File: config.mk
export PLATFORM = sky130hd
export DESIGN_NAME = serial_mouse_uart_rx_flat
export DESIGN_NICKNAME = d
export VERILOG_FILES = /design/src/rtl/serial_mouse_uart_rx_if.sv /design/src/rtl/serial_mouse_uart_rx.sv /design/src/flat_wrapper.sv
export SDC_FILE = /design/constraint.sdc
export NUM_CORES = 1
export LEC_CHECK = 0
export BUFFER_PORTS_ARGS = -buffer_cell sky130_fd_sc_hd__buf_2
export CORE_MARGIN = 4
export CORE_UTILIZATION = 60
export CTS_CLUSTER_SIZE = 40
export DETAILED_ROUTE_END_ITERATION = 6
export GPL_TIMING_DRIVEN = 0
export HOLD_SLACK_MARGIN = 0.02
export PLACE_DENSITY = 0.77
export SYNTH_ARGS = -nofsm -noshare
export SYNTH_HDL_FRONTEND = slang
export SYNTH_SLANG_ARGS = --single-unit
File: constraint.sdc
create_clock -name clk -period 7.25 [get_ports clk]
set_input_delay 0.3625 -clock clk [delete_from_list [all_inputs] [get_ports clk]]
set_output_delay 0.3625 -clock clk [all_outputs]
set_load 0.05 [all_outputs]
File: src/rtl/serial_mouse_uart_rx_if.sv
// rtl/serial_mouse_uart_rx_if.sv - FIFO read side and error-flag bundle of the mouse UART receiver
interface serial_mouse_uart_rx_if #(
    parameter int FIFO_DEPTH = 16
);
    logic                          rd_en;
    logic [7:0]                    rd_data;
    logic                          rd_valid;
    logic [$clog2(FIFO_DEPTH):0]   fifo_count;
    logic                          framing_err;
    logic                          overrun;
    logic                          err_clr;

    // master: the register file / CPU side that pops characters and clears errors
    modport master (
        output rd_en, err_clr,
        input  rd_data, rd_valid, fifo_count, framing_err, overrun
    );

    // slave: the receiver itself
    modport slave (
        input  rd_en, err_clr,
        output rd_data, rd_valid, fifo_count, framing_err, overrun
    );
endinterface

File: src/rtl/serial_mouse_uart_rx.sv
// rtl/serial_mouse_uart_rx.sv - 16x oversampling serial receiver with FWFT FIFO and sticky error flags
module serial_mouse_uart_rx #(
    parameter int CLKFREQ    = 50_000_000,
    parameter int BAUD       = 1200,
    parameter int DATA_BITS  = 7,
    parameter int FIFO_DEPTH = 16
) (
    input  logic                  clk,
    input  logic                  reset,
    input  logic                  rx_in,
    input  logic                  rx_enable,
    serial_mouse_uart_rx_if.slave bus
);

    localparam int             DIV      = CLKFREQ / (BAUD * 16);
    localparam int             DW       = (DIV > 1) ? $clog2(DIV) : 1;
    localparam logic [DW-1:0]  DIV_M1   = DW'(DIV - 1);
    localparam int             AW       = $clog2(FIFO_DEPTH);
    localparam logic [2:0]     LAST_BIT = 3'(DATA_BITS - 1);
    localparam logic [AW:0]    FULL_CNT = (AW + 1)'(FIFO_DEPTH);

    typedef enum logic [2:0] {
        IDLE,
        START,
        DATA,
        STOP,
        BREAK
    } state_t;

    state_t        state_q, state_d;
    logic          sync1_q, rxs_q;
    logic [DW-1:0] div_cnt_q;
    logic [3:0]    tick_cnt_q;
    logic [2:0]    bit_idx_q;
    logic [7:0]    shift_q;
    logic          push_q;
    logic [7:0]    push_data_q;
    logic          framing_q, overrun_q;
    logic [AW:0]   wr_ptr_q, rd_ptr_q;
    logic [7:0]    mem_q [FIFO_DEPTH];

    logic          tick;
    logic          start_entry, data_entry, sample_data, stop_ok, stop_bad;
    logic [AW:0]   count;
    logic          pop, full, accept;

    assign tick   = (div_cnt_q == DIV_M1);
    assign count  = wr_ptr_q - rd_ptr_q;
    assign full   = (count == FULL_CNT);
    assign pop    = bus.rd_en && (count != '0);
    assign accept = push_q && (!full || pop);

    assign bus.rd_valid    = (count != '0);
    assign bus.rd_data     = (count != '0) ? mem_q[rd_ptr_q[AW-1:0]] : 8'h00;
    assign bus.fifo_count  = count;
    assign bus.framing_err = framing_q;
    assign bus.overrun     = overrun_q;

    // Two-flop synchroniser for the asynchronous line; idles high so reset never looks like a start bit
    always_ff @(posedge clk) begin
        if (reset) begin
            sync1_q <= 1'b1;
            rxs_q   <= 1'b1;
        end else begin
            sync1_q <= rx_in;
            rxs_q   <= sync1_q;
        end
    end

    // Receiver state register
    always_ff @(posedge clk) begin
        if (reset) begin
            state_q <= IDLE;
        end else begin
            state_q <= state_d;
        end
    end

    // Next-state logic and per-cycle control strobes for the datapath
    always_comb begin
        state_d     = state_q;
        start_entry = 1'b0;
        data_entry  = 1'b0;
        sample_data = 1'b0;
        stop_ok     = 1'b0;
        stop_bad    = 1'b0;
        case (state_q)
            IDLE: begin
                if (!rxs_q && rx_enable) begin
                    state_d     = START;
                    start_entry = 1'b1;
                end
            end
            START: begin
                if (tick && tick_cnt_q == 4'd7) begin
                    if (rxs_q) begin
                        state_d = IDLE;
                    end else begin
                        state_d    = DATA;
                        data_entry = 1'b1;
                    end
                end
            end
            DATA: begin
                if (tick && tick_cnt_q == 4'd15) begin
                    sample_data = 1'b1;
                    if (bit_idx_q == LAST_BIT) begin
                        state_d = STOP;
                    end
                end
            end
            STOP: begin
                if (tick && tick_cnt_q == 4'd15) begin
                    if (rxs_q) begin
                        stop_ok = 1'b1;
                        state_d = IDLE;
                    end else begin
                        stop_bad = 1'b1;
                        state_d  = BREAK;
                    end
                end
            end
            BREAK: begin
                if (rxs_q) begin
                    state_d = IDLE;
                end
            end
            default: state_d = IDLE;
        endcase
    end

    // Baud tick divider and tick phase; both restart at the detected start edge
    always_ff @(posedge clk) begin
        if (reset || start_entry) begin
            div_cnt_q  <= '0;
            tick_cnt_q <= '0;
        end else begin
            div_cnt_q <= tick ? '0 : div_cnt_q + 1'b1;
            if (data_entry) begin
                tick_cnt_q <= '0;
            end else if (tick) begin
                tick_cnt_q <= tick_cnt_q + 4'd1;
            end
        end
    end

    // Shift register assembles bits LSB first; unused top bit stays 0 for 7-bit characters
    always_ff @(posedge clk) begin
        if (reset || start_entry) begin
            shift_q   <= '0;
            bit_idx_q <= '0;
        end else if (sample_data) begin
            shift_q[bit_idx_q] <= rxs_q;
            bit_idx_q          <= bit_idx_q + 3'd1;
        end
    end

    // A good stop bit schedules the push for the next clock
    always_ff @(posedge clk) begin
        if (reset) begin
            push_q      <= 1'b0;
            push_data_q <= '0;
        end else begin
            push_q <= stop_ok;
            if (stop_ok) begin
                push_data_q <= shift_q;
            end
        end
    end

    // FIFO pointers; the extra MSB distinguishes full from empty
    always_ff @(posedge clk) begin
        if (reset) begin
            wr_ptr_q <= '0;
            rd_ptr_q <= '0;
        end else begin
            if (accept) begin
                wr_ptr_q <= wr_ptr_q + 1'b1;
            end
            if (pop) begin
                rd_ptr_q <= rd_ptr_q + 1'b1;
            end
        end
    end

    // FIFO storage; contents are only meaningful below the write pointer
    always_ff @(posedge clk) begin
        if (accept) begin
            mem_q[wr_ptr_q[AW-1:0]] <= push_data_q;
        end
    end

    // Sticky error flags; a new error in the same cycle as a clear wins
    always_ff @(posedge clk) begin
        if (reset) begin
            framing_q <= 1'b0;
            overrun_q <= 1'b0;
        end else begin
            if (stop_bad) begin
                framing_q <= 1'b1;
            end else if (bus.err_clr) begin
                framing_q <= 1'b0;
            end
            if (push_q && !accept) begin
                overrun_q <= 1'b1;
            end else if (bus.err_clr) begin
                overrun_q <= 1'b0;
            end
        end
    end

endmodule

File: src/flat_wrapper.sv
// flat-port wrapper written by rule: the top's interface ports become plain ports
module serial_mouse_uart_rx_flat 
#(
    parameter int CLKFREQ    = 50_000_000,
    parameter int BAUD       = 1200,
    parameter int DATA_BITS  = 7,
    parameter int FIFO_DEPTH = 16
)
  (clk, reset, rx_in, rx_enable, bus_rd_en, bus_err_clr, bus_rd_data, bus_rd_valid, bus_fifo_count, bus_framing_err, bus_overrun);
  serial_mouse_uart_rx_if #(.FIFO_DEPTH(FIFO_DEPTH)) bus_i ();
  input  logic clk;
  input  logic reset;
  input  logic rx_in;
  input  logic rx_enable;
  input wire logic [$bits(bus_i.rd_en)-1:0] bus_rd_en;
  input wire logic [$bits(bus_i.err_clr)-1:0] bus_err_clr;
  output wire logic [$bits(bus_i.rd_data)-1:0] bus_rd_data;
  output wire logic [$bits(bus_i.rd_valid)-1:0] bus_rd_valid;
  output wire logic [$bits(bus_i.fifo_count)-1:0] bus_fifo_count;
  output wire logic [$bits(bus_i.framing_err)-1:0] bus_framing_err;
  output wire logic [$bits(bus_i.overrun)-1:0] bus_overrun;
  assign bus_i.rd_en = bus_rd_en;
  assign bus_i.err_clr = bus_err_clr;
  assign bus_rd_data = bus_i.rd_data;
  assign bus_rd_valid = bus_i.rd_valid;
  assign bus_fifo_count = bus_i.fifo_count;
  assign bus_framing_err = bus_i.framing_err;
  assign bus_overrun = bus_i.overrun;
  serial_mouse_uart_rx #(.CLKFREQ(CLKFREQ), .BAUD(BAUD), .DATA_BITS(DATA_BITS), .FIFO_DEPTH(FIFO_DEPTH)) u_core (.clk(clk), .reset(reset), .rx_in(rx_in), .rx_enable(rx_enable), .bus(bus_i));
endmodule
==> results.txt <==
status: completed
worst skew pair latency: 0.42 ns
routed vias/inst: 5.867
post-route setup slack: 3.384 ns
Starting DRT DRC Count: 349
Seq pwr share: 41.8%
P per Cell Area: 313.0 nW/um^2
# DRC: 0
number of antenna-violating nets in the routed design: 0
post-layout util: 68.69%
Num CTS Buffers: 17
Rows: 41
n_diodes: 0
RSZ-0062 raised after global routing: no
WS Path Type: reg -> out
arrival time worst endpoint: 3.50 ns
H-tree depth: 4
Syn. warnings: 0
final period utilization: 53.33%
IO Port Bufs: 21
worst-margin pin slew: 0.9858 ns
Comb power frac: 25.5%
Die ar.: 14,900 sq um
gr ovfl total: 0
fraction of layout cells with a size suffix above 1: 22.34%
clk root buf: clkbuf_16
Post-DP Area: 8128 sq um
total core area: 12,670 sq um
initial antenna violation count: 0
DR WL/cell: 19.91 um
worst-path maximum fanout: 10
cell count after placement: 704
Setup crit start kind: flip-flop
max incr delay on CP: 0.51 ns
CP delay by family, top: buffers and inverters
synth unique cells: 61
cell at the slowest stage of the critical path: fa_1
Internal: 1.877 mW
Finished Layout Cells: 736
maxcap violations: 0
Clk pwr share: 32.7%
Die H: 122.1 um
Yosys reg bits: 185
Hold Crit Class: in -> reg
Switching Fraction: 31.09%
Post-layout nets: 571
CTS tree: built
Worst R2R Start: u_core.wr_ptr_q[0]$_SDFFE_PP0P_
Slew Limit Fails: 0
Peak Freq: 0.2587 GHz
Main synth FF type: edfxtp_1
Max VDD drop: 0.1950 mV
Setup violations, final: 0
Leak Pwr: 3.087 nW
vias in the first global route: 4,430
Worst Hold Path EP: u_core.sync1_q$_SDFF_PP1_
wirelength, routed: 14.66 mm
Post-synth ARST share: 0%
design area: 8703 sq um
HP Start: rx_in
Post-synth EDFFs: 128
Rel. slew slack: 34.28%
commonest non-fill, non-tap cell in the layout: edfxtp_1
fin crit period: 3.866 ns
post-route setup TNS: 0 ns
mapped cell area: 7807 sq um
clock sink count: 185
Worst EP required: 6.89 ns
Fin Hold WS: 0.1320 ns
Worst Reg-to-Reg Cells: 9
area occupied by multi-input gates: 2684 sq um
commonest non-fill, non-tap cells in the layout: edfxtp_1 (128), dfxtp_1 (57), nor2_1 (46), mux4_2 (40), buf_2 (27)
worst hold stages: 2
Starting Density: 61.62%
R2R Setup Slk: 3.84 ns
GP Congestion: 0.8218
first-pass GRT wire length: 23.92 mm
overall routing resource usage: 21.80%
register area: 4985 sq um
hold buffers post-CTS: 0
Final Hold Fails: 0
largest net degree at the start of global routing: 18
# Post-CTS Setup Buffers: 0
number of fill cells in the layout: 855
Initial DRT Pass Iterations: 4
worst-path cell chain: inv_1 -> ha_1 -> fa_1 -> inv_1 -> or3_1 -> o31ai_4 -> and2_0 -> clkbuf_1 -> nor2b_1 -> buf_2
Synth Instances: 511
Clock Path Buffers: 2
Pwr Total: 2.724 mW
layout overhead on the synthesized area: 11.47%
die width: 122.1 um
pre-CTS WS: 3.825 ns
dpl hpwl: 9.994 mm
Setup Skew: 0.009256 ns
Via Count: 4,318
# resized after CTS: 0
worst reg2reg endpoint: u_core.mem_q[4][1]$_DFFE_PP_
Critical path buffers and inverters: 4
Syn Nets: 531
# IOs: 22
crit end category: output port
P_sw: 0.8468 mW
Seq/Total Area, Yosys: 63.85%
Worst-path clk slew: 0.06 ns
CP most frequent cell: inv_1
Mean Syn Cell Area: 15.28 sq um
## registers in the layout (all words and copies together) (netlist names), named ones only
register	count
u_core.shift_q	8
u_core.push_q	1
u_core.bit_idx_q	3
u_core.tick_cnt_q	4
u_core.bus.overrun	1
u_core.div_cnt_q	12
u_core.state_q	3
u_core.rd_ptr_q	5
u_core.wr_ptr_q	5
u_core.push_data_q	8
u_core.sync1_q	1
u_core.bus.framing_err	1
u_core.rxs_q	1
u_core.mem_q	128
## synthesized netlist by cell type (5+ instances only)
cell type	number	share of area [%]
buf_2	6	0.38
ha_1	13	2.1
nand3_1	6	0.38
nand4_1	6	0.48
and3_1	16	1.3
mux2i_1	17	2.2
a21oi_1	13	0.83
nand2b_1	10	0.80
clkbuf_1	11	0.53
nor2b_1	18	1.4
inv_1	11	0.53
edfxtp_1	128	49
mux2_2	9	1.3
nand2_1	20	0.96
nor3_1	6	0.38
xor2_1	10	1.1
dfxtp_1	57	15
xnor2_1	6	0.67
nor2_1	46	2.2
and2_1	5	0.40
mux4_2	40	12
## power groups by stage
stage | Sequential (mW) | Combinational [mW] | Clock, mW
after detailed placement | 1.16 | 0.698 | 0
final | 1.14 | 0.695 | 0.891
after global routing | 1.14 | 0.741 | 0.952
after global placement | 1.16 | 0.684 | 0
after floorplan | 1.16 | 0.559 | 0
after CTS | 1.14 | 0.704 | 0.902
## logic make-up after synthesis
logic type               count (synthesis)  synth area share, %
AO/OA/AOI/OAI                           40                3.814
flip-flops                             185                63.85
XOR/XNOR                                17                2.003
multiplexers                            67                15.21
AND/OR/NAND/NOR                        155                11.01
adder cells (fa/ha/maj)                 14                2.340
buffers and inverters                   33                1.779
## worst max-delay path by stage
| stage | startpoint | end | slack, ns | cells past startpoint |
|---|---|---|---|---|
| CTS | u_core.wr_ptr_q[0]$_SDFFE_PP0P_ | bus_rd_data[5] | 3.36 | 10 |
| global route | u_core.wr_ptr_q[0]$_SDFFE_PP0P_ | bus_rd_data[3] | 3.18 | 10 |
| global placement | u_core.wr_ptr_q[0]$_SDFFE_PP0P_ | bus_rd_data[7] | 3.91 | 10 |
| detailed placement | u_core.wr_ptr_q[0]$_SDFFE_PP0P_ | bus_rd_data[0] | 3.82 | 10 |
| finish | u_core.wr_ptr_q[0]$_SDFFE_PP0P_ | bus_rd_data[5] | 3.38 | 10 |
| floorplan | u_core.wr_ptr_q[0]$_SDFFE_PP0P_ | bus_rd_data[0] | 3.77 | 9 |
## final cells by class
| cell class | instances | area share (%) |
|---|---|---|
| clock buffer | 17 | 4.888 |
| timing repair buffer | 21 | 1.208 |
| multi-input combinational | 293 | 30.84 |
| sequential | 185 | 57.27 |
| tap | 172 | 2.473 |
| clock inverter | 15 | 1.725 |
| inverter | 11 | 0.4744 |
| buffer | 22 | 1.121 |
## layer usage
layer  vias up  GRT usage, %  share of wire (%)
met5         -             0                  0
met4         0         6.788                1.1
met3        13         4.689                4.5
met2       101         36.22                 52
met1      2171         29.12                 43
li1       2033             -                  -
## worst register-to-register path: cells and delay by family (launching register included)
family                     cells  cell delay (ns)
and+or+nand+nor                2             0.78
AOI/OAI and AO/OA              3             0.75
adders and majority gates      2             0.65
buffers and inverters          2             0.44
DFF                            1             0.42
Power figures use the tool's default switching activity.
